**config.mk**
```make
export PLATFORM = sky130hd
export DESIGN_NAME = dut_out_packer
export DESIGN_NICKNAME = d
export VERILOG_FILES = /design/src/rtl/dut_out_packer.sv
export SDC_FILE = /design/constraint.sdc
export NUM_CORES = 1
export LEC_CHECK = 0
export BUFFER_PORTS_ARGS = -buffer_cell sky130_fd_sc_hd__buf_2
export CAP_MARGIN = 5
export CORE_ASPECT_RATIO = 0.7
export CORE_MARGIN = 2
export CORE_UTILIZATION = 38
export DETAILED_ROUTE_END_ITERATION = 12
export PLACE_DENSITY_LB_ADDON = 0.05
export SLEW_MARGIN = 20
export SYNTH_ARGS = -nofsm -noshare
export SYNTH_HDL_FRONTEND = slang
export SYNTH_SLANG_ARGS = --single-unit
```
**constraint.sdc**
```tcl
create_clock -name clk -period 7.6 [get_ports clk]
set_input_delay 0 -clock clk [delete_from_list [all_inputs] [get_ports clk]]
set_output_delay 0 -clock clk [all_outputs]
set_load 0.005 [all_outputs]
```
**src/rtl/dut_out_packer.sv**
```systemverilog
// Packs 16-bit DUT samples into 32-bit AXI-Stream words with tlast framing, FIFO and overflow flag.
// Define DUT_PACKER_OVF_CNT_EN to add the saturating ovf_cnt dropped-word counter port.
module dut_out_packer #(
  parameter int DW         = 16,
  parameter int PKT_LEN    = 256,
  parameter int FIFO_DEPTH = 16,
  parameter int CNT_W      = 16
) (
  input  logic             clk,
  input  logic             rst_n,
  input  logic             en,
  input  logic [DW-1:0]    s_data,
  input  logic             s_valid,
  output logic [31:0]      m_axis_tdata,
  output logic [3:0]       m_axis_tkeep,
  output logic             m_axis_tlast,
  output logic             m_axis_tvalid,
  input  logic             m_axis_tready,
  output logic             busy,
  output logic             ovf,
  output logic [CNT_W-1:0] pkt_cnt
`ifdef DUT_PACKER_OVF_CNT_EN
  ,
  output logic [CNT_W-1:0] ovf_cnt
`endif
);

  localparam logic [1:0] IDLE  = 2'd0;
  localparam logic [1:0] RUN   = 2'd1;
  localparam logic [1:0] FLUSH = 2'd2;

  localparam int AW = $clog2(FIFO_DEPTH);
  localparam logic [15:0] LAST = 16'(PKT_LEN - 1);

  logic [1:0]  state;
  logic [15:0] half_q;
  logic        half_v;
  logic [31:0] hold_d;
  logic        hold_l;
  logic        hold_v;
  logic [15:0] wcnt;

  logic        take;
  logic        push;
  logic [36:0] push_w;
  logic        wlast;

  logic [36:0] mem [FIFO_DEPTH];
  logic [AW:0] wr_ptr;
  logic [AW:0] rd_ptr;
  logic        empty;
  logic        full;
  logic        pop;
  logic        wr_en;
  logic [36:0] head;

  assign take  = (state == RUN) && en && s_valid;
  assign wlast = (wcnt == LAST);

  // Held word is forced to close the packet only when no half sample follows it
  always_comb begin
    push   = 1'b0;
    push_w = '0;
    if (take && half_v && hold_v) begin
      push   = 1'b1;
      push_w = {hold_l, 4'hF, hold_d};
    end else if (state == FLUSH) begin
      if (hold_v) begin
        push   = 1'b1;
        push_w = {hold_l | ~half_v, 4'hF, hold_d};
      end else if (half_v) begin
        push   = 1'b1;
        push_w = {1'b1, 4'h3, 16'h0, half_q};
      end
    end
  end

  assign empty = (wr_ptr == rd_ptr);
  assign full  = (wr_ptr[AW] != rd_ptr[AW]) &&
                 (wr_ptr[AW-1:0] == rd_ptr[AW-1:0]);
  assign pop   = !empty && m_axis_tready;
  assign wr_en = push && (!full || pop);
  assign head  = mem[rd_ptr[AW-1:0]];

  assign m_axis_tvalid = !empty;
  assign m_axis_tdata  = empty ? 32'h0 : head[31:0];
  assign m_axis_tkeep  = empty ? 4'h0 : head[35:32];
  assign m_axis_tlast  = !empty && head[36];
  assign busy          = (state != IDLE) || !empty;

  always_ff @(posedge clk) begin
    if (wr_en) mem[wr_ptr[AW-1:0]] <= push_w;
  end

  always_ff @(posedge clk or negedge rst_n) begin
    if (!rst_n) begin
      wr_ptr <= '0;
      rd_ptr <= '0;
    end else begin
      if (wr_en) wr_ptr <= wr_ptr + 1'b1;
      if (pop)   rd_ptr <= rd_ptr + 1'b1;
    end
  end

  always_ff @(posedge clk or negedge rst_n) begin
    if (!rst_n) begin
      state   <= IDLE;
      half_q  <= '0;
      half_v  <= 1'b0;
      hold_d  <= '0;
      hold_l  <= 1'b0;
      hold_v  <= 1'b0;
      wcnt    <= '0;
      ovf     <= 1'b0;
      pkt_cnt <= '0;
`ifdef DUT_PACKER_OVF_CNT_EN
      ovf_cnt <= '0;
`endif
    end else begin
      unique case (state)
        IDLE: begin
          if (en) begin
            state   <= RUN;
            ovf     <= 1'b0;
            pkt_cnt <= '0;
            wcnt    <= '0;
            half_v  <= 1'b0;
            hold_v  <= 1'b0;
`ifdef DUT_PACKER_OVF_CNT_EN
            ovf_cnt <= '0;
`endif
          end
        end
        RUN: begin
          if (take) begin
            if (!half_v) begin
              half_q <= s_data;
              half_v <= 1'b1;
            end else begin
              half_v <= 1'b0;
              hold_v <= 1'b1;
              hold_d <= {s_data, half_q};
              hold_l <= wlast;
              wcnt   <= wlast ? 16'h0 : wcnt + 16'h1;
            end
          end
          if (!en) state <= FLUSH;
        end
        FLUSH: begin
          if (hold_v) hold_v <= 1'b0;
          else        half_v <= 1'b0;
          if (!hold_v || !half_v) state <= IDLE;
        end
        default: state <= IDLE;
      endcase
      if (push && push_w[36]) pkt_cnt <= pkt_cnt + CNT_W'(1);
      if (push && full && !pop) begin
        ovf <= 1'b1;
`ifdef DUT_PACKER_OVF_CNT_EN
        if (ovf_cnt != '1) ovf_cnt <= ovf_cnt + CNT_W'(1);
`endif
      end
    end
  end

endmodule

```
**Yosys cells after proc, flatten, opt, wreduce, memory -nomap -nowiden**

Memories as Yosys holds them, arrays and structs flattened.
Cells that the tools add are included.
Widths: inputs -> output; s select.

- Flip-flop bits (word level): 96
- Memories: 1
- Bits in writable memories: 592
- Logic and storage cells: 98

- Bitwise logic cells: 2
- Add/sub/neg operators: 4
- Mux-type cells: 33
- Reductions and logical operators: 35
- Equal/unequal tests: 12

Memory list:

| memory | depth | width | read ports | clocked after Yosys merged registers in | wr ports | line | source |
|---|---|---|---|---|---|---|---|
| mem | 16 | 37 | 1 | 0 | 1 | 48 | `logic [36:0] mem [FIFO_DEPTH];` |

Operators with widths:

| operator | count |
|---|---|
| $mux 37 | 4 |
| $mux 16 | 6 |
| $add 16x1->16 const B | 2 |
| $mux 32 | 1 |
| $pmux 16 s2 | 1 |
| $eq 16x8->1 const B | 1 |
| $mux 1 | 14 |
| $reduce_and 4->1 | 3 |
| $reduce_bool 2->1 | 6 |
| $logic_and 1x1->1 | 11 |
| $add 5x1->5 const B | 2 |
| $ne 2x2->1 const B | 5 |
| $reduce_and 3->1 | 3 |
| $mux 2 | 3 |
| $pmux 1 s3 | 2 |
| $pmux 2 s3 | 1 |
| $eq 5x5->1 | 1 |
| $logic_not 1->1 | 5 |
| $eq 4x4->1 | 1 |
| $mux 4 | 1 |
| $reduce_and 2->1 | 2 |
| $logic_or 1x1->1 | 3 |
| $reduce_bool 3->1 | 1 |
| $eq 2x1->1 const B | 1 |
| 6 further kinds | 6 |

**Logic depth before layout (Yosys ltp)**

Gate-level depths: netlist of run 1.

- Word-level depth: 10
- Mapped depth: 9
- Gate-level depth less buffers: 5

**Worst setup path before layout of run 1**

Ideal clock, no wire load.

- Kind: register -> register
- From: register state[0]
- To: memory mem[3][0] (enable)
- Setup slack: 2.038 ns
- Cell stages (with the launch flop): 7
- Data required time: 7.073 ns
- Clock period less this slack: 5.562 ns
- Data arrival time: 5.035 ns
- Path through: dfrtp_1 > clkbuf_2 > nand2b_1 > o22a_1 > a21oi_2 > buf_2 > nor4b_1

- Word-level cells in the longest chain between the ends: 9

Ends and longest elaborated chain:

| element | line | source |
|---|---|---|
| start: declaration | 35 | `logic [1:0] state;` |
| start signal: assignment | 107 | `state <= IDLE;` |
| start signal: assignment | 123 | `state <= RUN;` |
| start signal: assignment | 147 | `if (!en) state <= FLUSH;` |
| $eq 2x1->1 | 57 | `assign take = (state == RUN) && en && s_valid;` |
| $logic_and 1x1->1 (2 in a row) | 57 |  |
| $logic_and 1x1->1 (2 in a row) | 64 | `if (take && half_v && hold_v) begin` |
| $mux 1 * | 64 |  |
| $logic_and 1x1->1 * | 82 | `assign wr_en = push && (!full \|\| pop);` |
| $mux 1 * | 92 | `if (wr_en) mem[wr_ptr[AW-1:0]] <= push_w;` |
| $mux 1 (not written as such) * | 92 |  |
| end: declaration | 48 |  |

Mark *: on every way between the ends. The rest lies on a longest branch, timed or not.

**Worst setup path in the final report of run 1**

- From: register rd_ptr[3]
- To: output port m_axis_tdata[23]

- Word-level cells in the longest chain between the ends: 2

Ends and longest elaborated chain:

| element | line | source |
|---|---|---|
| start: declaration | 50 | `logic [AW:0] rd_ptr;` |
| start signal: assignment | 101 | `if (pop) rd_ptr <= rd_ptr + 1'b1;` |
| $mem_v2 16x37 / $eq 5x5->1 (equally long branches) | -- |  |
| $mux 32 * | 86 | `assign m_axis_tdata = empty ? 32'h0 : head[31:0];` |
| end: declaration | 14 | `output logic [31:0] m_axis_tdata,` |

Marks and branches as above.

==> results of run 1 <==
## power groups by stage
stage	Combinational [mW]	Clock, mW	Sequential, mW
global route	2.40	3.50	4.27
CTS	2.27	3.36	4.24
detailed placement	2.25	0	4.32
global placement	2.24	0	4.31
finish	2.19	3.27	4.24
floorplan	1.69	0	4.13
## tightest hold or removal path, cell delays in order
cell and delay, ns:
dlygate4sd3_1 0.52, buf_2 0.12, nand2_1 0.05, nand2_1 0.05
## state kept, by name, summed over array words and instances (netlist names)
register / count
mem: 560
hold_d: 32
half_q: 16
pkt_cnt: 16
wcnt: 16
rd_ptr: 5
wr_ptr: 5
state: 2
half_v: 1
hold_l: 1
hold_v: 1
ovf: 1
## cells in the final DEF (no fill, tap or decap), types with 32 or more instances in the layout
cell	netlist	final
a211oi_1	72	72
buf_2	25	75
buf_4	19	32
clkbuf_16	0	71
dfrtp_1	96	92
edfxtp_1	560	560
mux2i_1	37	37
mux4_2	140	140
nand2_1	131	131
nor2b_1	54	54
## area by class of cell
type	count	area, um2	share of cell area [%]
Sequential cell	656	19200	63.6
Multi-Input combinational cell	683	6770	22.4
Inverter	17	63.8	0.211
Tap cell	902	1130	3.73
Timing Repair Buffer	131	893	2.96
Clock inverter	27	260	0.861
Clock buffer	89	1870	6.20
## kinds of logic (layout without fill, tap and decap cells)
| logic type | Yosys count | count (layout) | synth area share (%) |
|---|---|---|---|
| XOR/XNOR | 13 | 13 | 0.431 |
| flip-flops | 656 | 656 | 72.8 |
| AO/OA/AOI/OAI | 170 | 170 | 4.53 |
| buffers and inverters | 108 | 264 | 1.94 |
| multiplexers | 195 | 195 | 14.1 |
| adder cells (fa/ha/maj) | 7 | 7 | 0.332 |
| AND/OR/NAND/NOR | 298 | 298 | 5.89 |
## per-layer routing
layer | global-route usage, % | wire length, um
met1 | 28.7 | 32700
met2 | 27.6 | 29200
met3 | 3.15 | 2440
met4 | 4.08 | 1220
met5 | 0 | 0
## how the worst max path moves through the flow
stage | to | slack (ns) | cells past startpoint
finish | m_axis_tdata[23] | 3.79 | 6
global route | m_axis_tkeep[1] | 3.53 | 6
CTS | m_axis_tdata[30] | 3.66 | 6
detailed placement | mem[4][10] | 3.83 | 5
global placement | mem[7][11] | 3.89 | 5
floorplan | mem[3][0] | 2.04 | 6
## metrics by stage
stage	setup slack, ns	total power [mW]	util [%]	std cells	instance area (um2)
3_5_place_dp	3.83	6.56	40.6	2366	27800
3_3_place_gp	3.89	6.56	40.5	2365	27800
5_1_grt	3.53	10.2	44.1	2505	30200
6_report	3.79	9.69	44.1	2505	30200
2_1_floorplan	2.04	5.81	-	1447	26400
4_1_cts	3.66	9.87	44.1	2504	30200
==> flow_summary.ini, run 1 <==
[setup_path]
critPathCaptureType = output port
cpMaxStageDelayCell = dfrtp_4
crit_buf_inv = 2
rr_startpoint = hold_v
path_max_fanout = 45
rrSetupSlack_ns = 3.85
arrival_ns = 3.81
max_stage_delay_ns = 0.91
r2r-end = mem[4][4]
required_ns = 7.60
crit_chain = xor2_1 -> nor4_4 -> and2_2 -> buf_4 -> a211oi_1 -> buf_2
critical-path-top-delay-family = simple AND/OR/NAND/NOR gates
reg2regPathDepth = 5
worstSetupStartpoint = rd_ptr[3]
critical_path.startpoint_type = flip-flop
worstSetupPathType = reg -> out

[clock_tree]
cts_tree = built
clock-root-buffer = clkbuf_16
post_cts_buffers = 0
cts.sinks = 656
postCtsHoldBufs = 22
clk_latency_ns = 0.61
cts_made_buffers = 68
clk_pin_slew_ns = 0.06
cts_max_level = 3
cts_resized = 0
clk_path_buf_depth = 3

[synthesis]
syn_inst = 1447
synth_top_area_share_pct = 63.7
yosys_register_bits = 656
ys_async_sr_fraction_pct = 14.6
dominantRegCellSynth = edfxtp_1
synth_area_um2 = 26400
avgSynthCellArea_um2 = 18.3
ys_seq_area_share_pct = 72.8
yosys-top-cells-area = edfxtp_1, mux4_2, dfrtp_1
synth_cell_types = 59
yosysMostFrequentCell = edfxtp_1
synthTopCellsByCount = edfxtp_1, mux4_2, nand2_1
ys.warnings.count = 0
synthesis.nets = 1475
yosys.area.top_type = edfxtp_1
synth_edf_count = 560

[grt]
grt_max_degree = 56
grt_remaining_overflow = 0
antenna_found_initial = 1
grt_pass1_wl_um = 96600
grt_use_total_pct = 18.6
grt_pass1_vias = 13800

[drt]
drc = 0
vias = 13600
dr.pass1.iters = 5
drtIter0Drc = 1229
postRouteAntennaNets = 0
wl_per_cell_um = 26.2
viasPerCell = 5.43
totalWireLength_um = 65500

[timing]
finalCritPeriodShare_pct = 50.1
max_freq_mhz = 263
worst_hold_slack_ns = 0.176
finalMaxSlewViolations = 0
finalSetupTns_ns = 0
hold_viol = 0
fin_skew_ns = 0.0154
tightest_slew_ns = 1.06
rsz0062_at_grt = no
period_minus_slack_ns = 3.81
maxSlewHeadroom_pct = 29.1
setup_viol_count_final = 0

[pwr]
clockPowerShare_pct = 33.7
p_leak_nw = 10.7
internal_power_mw = 6.93
swShare_pct = 28.5
netSwitchingPower_mw = 2.76
pwr-share-seq_pct = 43.7
p_per_area_nw_per_um2 = 321
power_frac_comb_pct = 22.6
ir_drop_v = 0.000205

[flow_run]
drv_cap = 0

[floorplan]
die_y_um = 225
die_w_um = 319
core_um2 = 68500
dieArea_um2 = 71700
io_pins = 77
start_util_pct = 38.6
num_rows = 80

[layout]
drive_gt1_share_pct = 25.0
antenna_cells = 0
n_fill_cell = 6024
finalNetCount = 1585
syn_to_final_growth_pct = 14.4

[min_path]
min_to = hold_d[31]
hold_class = in -> reg
hp-start = s_data[15]
hold_path_depth = 4

[placement]
gp_congestion = 0.754
io_buffers = 76
dp_hpwl_um = 35600

[status]
outcome = complete, no violations
Power figures use the tool's default switching activity.
==> run 2: changes to the inputs <==
Settings changed: ABC_AREA set to 1.
Clock period 7.6 ns to 3.3 ns, I/O delays scaled along.
==> run 2 against run 1 <==
  * Sequential power grew 120%
  * Non-clock buffer count grew 65
  * First-iteration DRC count grew 63%
  * Setup slack lost 3.4 ns
  * Hold slack lost 0.016 ns
  * Clock-buffer cell count grew 2
  * Critical path type unchanged
==> flow_summary.ini, run 2 <==
[status]
outcome = complete, no violations

[clock_tree]
cts_resized = 0
cts_max_level = 3
cts.sinks = 656
clock-root-buffer = clkbuf_16
cts_tree = built
clk_path_buf_depth = 3
clk_latency_ns = 0.63
post_cts_buffers = 0
clk_pin_slew_ns = 0.06
cts_made_buffers = 72

[setup_path]
critical_path.startpoint_type = flip-flop
path_max_fanout = 18
required_ns = 3.30
worstSetupStartpoint = wr_ptr[2]
endpoint = m_axis_tdata[8]
reg2regPathDepth = 8
critPathCaptureType = output port
worstSetupPathType = reg -> out
r2r-end = mem[0][2]
arrival_ns = 2.93
rr_startpoint = state[0]
rrSetupSlack_ns = 0.63

[timing]
finalSetupTns_ns = 0
finalCritPeriodShare_pct = 88.8
worst_hold_slack_ns = 0.161
max_freq_mhz = 341
fin_skew_ns = 0.0186
maxSlewHeadroom_pct = 26.7
tightest_slew_ns = 1.10
setup_viol_count_final = 0
rsz0062_at_grt = no
hold_viol = 0
finalMaxSlewViolations = 0
period_minus_slack_ns = 2.93

[floorplan]
dieArea_um2 = 79900
start_util_pct = 38.3
die_y_um = 237
num_rows = 85
io_pins = 77
die_w_um = 337
core_um2 = 76900

[drt]
drc = 0
vias = 20900
totalWireLength_um = 87400
postRouteAntennaNets = 0
viasPerCell = 4.88
drtIter0Drc = 2004
wl_per_cell_um = 20.4
dr.pass1.iters = 5

[synthesis]
ys_async_sr_fraction_pct = 14.6
synth_top_area_share_pct = 57.0
syn_inst = 3063
ys_seq_area_share_pct = 65.2
synthTopCellsByCount = nand2_1, edfxtp_1, inv_1
yosys_register_bits = 656
synth_cell_types = 35
yosys-top-cells-area = edfxtp_1, nand2_1, dfrtp_1
synthesis.nets = 3091
synth_edf_count = 560
yosys.area.top_type = edfxtp_1
dominantRegCellSynth = edfxtp_1
yosysMostFrequentCell = nand2_1
synth_area_um2 = 29500
avgSynthCellArea_um2 = 9.62
ys.warnings.count = 0

[grt]
grt_pass1_wl_um = 130000
grt_pass1_vias = 19700
grtUsageMet3_pct = 3.54
grt.busiest_layer = met1
grt_max_degree = 115
grtUsageMet2_pct = 30.9
grt_use_total_pct = 22.0
antenna_found_initial = 1
grt_remaining_overflow = 0
met1_usage_pct = 35.2

[placement]
gp_congestion = 0.829
dp.cells = 4135
io_buffers = 76
dp_hpwl_um = 52800
place_area_um2 = 31600

[layout]
stdcell_count = 4288
final_common_cell = nand2_1
stdcell_area_um2 = 34100
drive_gt1_share_pct = 10.9
most-common-layout-cells = nand2_1, edfxtp_1, inv_1
syn_to_final_growth_pct = 15.6
finalNetCount = 3215
largest_reg_flops = 560

[pwr]
p_per_area_nw_per_um2 = 760
p_leak_nw = 15.1
ir_drop_v = 0.000702

[min_path]
hold_class = in -> reg
hold_path_depth = 4

[flow_run]
drv_cap = 0
-- run 2: cell count changes in the layout (fill, tap and decap cells not counted), sizes merged, moves of 29 or more --
cell / previous run / this run
or2: 3 / 38
nor2: 13 / 159
nand3: 19 / 439
buf: 110 / 175
nor2b: 54 / 0
mux2i: 37 / 0
mux4: 140 / 0
inv: 18 / 511
a211oi: 73 / 0
nand2: 131 / 962
a21oi: 25 / 54
-- run 2: timing repair --
item	in CTS	in global routing
hold buffers	22	0
hold endpoints to repair	138	0
endpoints found under the setup margin	0	0
-- run 2: final cells by class --
class | instances | area [um2]
multi-input cells | 1749 | 7760
well taps | 1044 | 1310
fillers | 7326 | 42800
inverters | 512 | 1940
repair buffers | 196 | 1560
diodes | 2 | 5.00
flip-flops and latches | 656 | 19200
clock buffers | 91 | 1980
clock inverters | 38 | 313
-- run 2: how the worst min path moves through the flow --
stage,end,slack (ns),startpoint
finish,hold_d[28],0.16,s_data[12]
global route,hold_d[28],0.15,s_data[12]
CTS,hold_d[28],0.12,s_data[12]
detailed placement,pkt_cnt[1],0.03,rst_n
global placement,pkt_cnt[1],0.03,rst_n
floorplan,half_q[0],-0.30,rst_n
-- run 2: worst max-delay path: stages (launching register included) --
cell	delay [ns]
dfrtp_1	0.49
xor2_1	0.21
nor2_1	0.21
nand3_2	0.50
buf_4	0.44
nand2_1	0.22
nor2_1	0.07
buf_2	0.13
-- run 2: kinds of logic (layout without fill, tap and decap cells) --
logic type	count (synthesis)	in the layout	synth area share [%]
fa+ha+maj	7	7	0.297
buf+inv	658	837	8.86
flops	656	656	65.2
compound gates	90	90	1.63
simple gates	1640	1640	23.7
other cells	0	2	0
xor+xnor	12	12	0.357
-- run 2: per-stage QoR --
| step | power (mW) | util (%) | setup WS (ns) |
|---|---|---|---|
| finish | 25.9 | 44.3 | 0.368 |
| global route | 27.4 | 44.3 | 0.197 |
| CTS | 26.2 | 44.3 | 0.318 |
| detailed placement | 18.1 | 41.0 | 0.659 |
| global placement | 18.1 | 41.0 | 0.666 |
| floorplan | 14.7 | - | 0.0299 |
-- run 2: per-layer routing --
metal,vias up,part of all wire (%),wire length [um]
li1,10100,-,-
met1,10200,50,44100
met2,604,41,36100
met3,115,6.0,5220
met4,0,2.2,1960
met5,-,0,0
-- run 2: power by group --
part / switching [mW] / internal [mW] / total (mW)
logic: 5.94 / 2.55 / 8.49
clock network: 3.34 / 4.64 / 7.98
registers: 0.238 / 9.21 / 9.45
==> run 3: changes to the inputs <==
Settings changed: CORE_UTILIZATION 38 to 25.
==> run 3 against run 2 <==
  * Clock skew grew 0.00079 ns
  * Maximum frequency decreased by 3.7%
  * Via count rose by 0.58%
  * Flip-flop and latch count stayed put
  * Critical path type unchanged
==> flow_summary.ini, run 3 (synthesis gave the netlist of run 2 again) <==
[grt]
grt_max_degree = 122
antenna_found_initial = 2
grt.busiest_layer = met1
grtUsageMet2_pct = 25.7
grt_pass1_vias = 20700
grt_use_total_pct = 17.3
met1_usage_pct = 26.3
grt_pass1_wl_um = 152000
grtUsageMet3_pct = 3.09
grt_remaining_overflow = 0

[pwr]
p_per_area_nw_per_um2 = 780
netSwitchingPower_mw = 10.5
p_total_mw = 27.5
power_frac_comb_pct = 33.5
pwr-share-seq_pct = 34.6
p_leak_nw = 15.3
ir_drop_v = 0.000598
clockPowerShare_pct = 31.9
internal_power_mw = 17.0
swShare_pct = 38.1

[floorplan]
core_um2 = 117000
die_y_um = 291
start_util_pct = 25.2
num_rows = 105
io_pins = 77
dieArea_um2 = 121000
die_w_um = 414

[timing]
maxSlewHeadroom_pct = 27.9
rsz0062_at_grt = no
tightest_slew_ns = 1.08
max_freq_mhz = 328
finalMaxSlewViolations = 0
finalCritPeriodShare_pct = 92.3
finalSetupTns_ns = 0
fin_skew_ns = 0.0194
hold_viol = 0
period_minus_slack_ns = 3.05
setup_viol_count_final = 0

[setup_path]
path_max_fanout = 88
cpMaxStageDelayCell = dfrtp_4
critPathCaptureType = output port
crit_top_cell = nand2_1
rr_startpoint = state[0]
rrSetupSlack_ns = 0.36
arrival_ns = 3.05
worstSetupPathType = reg -> out
critical_path.startpoint_type = flip-flop
crit_chain = clkinv_8 -> buf_4 -> nand2_1 -> nand3_1 -> nand3_1 -> nand2_1 -> nand2_1 -> nand2_1 -> nor2_1 -> buf_4 -> buf_2
max_stage_delay_ns = 0.52
r2r-end = hold_d[10]
reg2regPathDepth = 8
required_ns = 3.30

[clock_tree]
post_cts_buffers = 0
clock-root-buffer = clkbuf_16
cts_max_level = 3
cts_tree = built
clk_latency_ns = 0.66
cts_made_buffers = 77
clk_pin_slew_ns = 0.06
cts.sinks = 656
clk_path_buf_depth = 3

[layout]
final_common_cell = nand2_1
syn_to_final_growth_pct = 19.5
drive_gt1_share_pct = 11.9
finalNetCount = 3234
largest_reg_flops = 560
ff_latch_area_um2 = 19200
multiInputGateArea_um2 = 7780
most-common-layout-cells = nand2_1, edfxtp_1, inv_1
n_fill_cell = 12200

[drt]
vias = 21100
viasPerCell = 4.37
totalWireLength_um = 105000
postRouteAntennaNets = 0
drc = 0
dr.pass1.iters = 5
drtIter0Drc = 1690
wl_per_cell_um = 21.8

[min_path]
hold_class = in -> reg
hp-start = s_data[0]
hold_path_depth = 4
min_to = hold_d[16]

[flow_run]
drv_cap = 0

[placement]
dp_hpwl_um = 60500
io_buffers = 76
gp_congestion = 0.745

[status]
outcome = complete, no violations
[run 3: cell count changes in the layout (fill, tap and decap cells not counted), moves of 2 or more]
cell and change:
buf_12 +9, buf_4 +3, clkbuf_16 +4, clkbuf_8 +7, clkinv_2 -3, clkinv_8 +2
clkinvlp_4 +4, inv_6 +3, nor2_1 -8, nor2_2 +8
[run 3: what timing repair did]
| action | 4_1_cts | 5_1_grt |
|---|---|---|
| endpoints found under the setup margin | 0 | 3 |
| endpoints found under the hold margin | 145 | 0 |
| hold buffers | 23 | 0 |
| gates resized for setup | 0 | 3 |
[run 3: worst max-delay path: cells and delay by family (launching register included)]
family                 cells  cell delay, ns
flip-flops                 1            0.52
buffers and inverters      4            1.12
AND/OR/NAND/NOR            7            0.71
[run 3: per-layer routing]
metal	up-vias	share of wire, %
li1	10100	-
met1	10400	52
met2	442	43
met3	120	4.3
met4	0	1.6
met5	-	0
[run 3: cell type report]
class / instances / area share [%]
Clock inverter: 43 / 1.05
Tap cell: 1551 / 5.51
Multi-Input combinational cell: 1749 / 22.1
Antenna cell: 1 / 0.00711
Inverter: 512 / 5.51
Clock buffer: 101 / 6.17
Sequential cell: 656 / 54.6
Timing Repair Buffer: 210 / 5.06
[run 3: power by group through the flow]
stage | logic [mW] | registers, mW | clock network (mW)
final | 9.21 | 9.50 | 8.77
after global routing | 10.3 | 9.53 | 9.33
after CTS | 9.53 | 9.49 | 9.08
after detailed placement | 9.46 | 9.66 | 0
after global placement | 9.56 | 9.65 | 0
after floorplan | 5.17 | 9.48 | 0
[run 3: worst max path at each step]
stage,startpoint,to,slack (ns),depth (start not counted)
after floorplan,state[0],mem[0][0],0.03,7
after global placement,rd_ptr[4],mem[9][27],0.58,6
after detailed placement,rd_ptr[4],mem[9][17],0.65,6
after CTS,rd_ptr[0],m_axis_tdata[15],0.09,9
after global routing,rd_ptr[0],m_axis_tdata[5],0.07,10
final,rd_ptr[0],m_axis_tdata[28],0.25,11
[run 3: metrics by stage]
step	setup slack (ns)	util (%)	cells	hold WS, ns	instance area (um2)
2_1_floorplan	0.0299	-	3063	-0.296	29500
3_3_place_gp	0.578	27.7	4655	0.102	32400
3_5_place_dp	0.653	27.7	4655	0.0930	32400
4_1_cts	0.0947	30.1	4822	0.168	35200
5_1_grt	0.0693	30.1	4822	0.206	35200
6_report	0.255	30.1	4823	0.191	35200
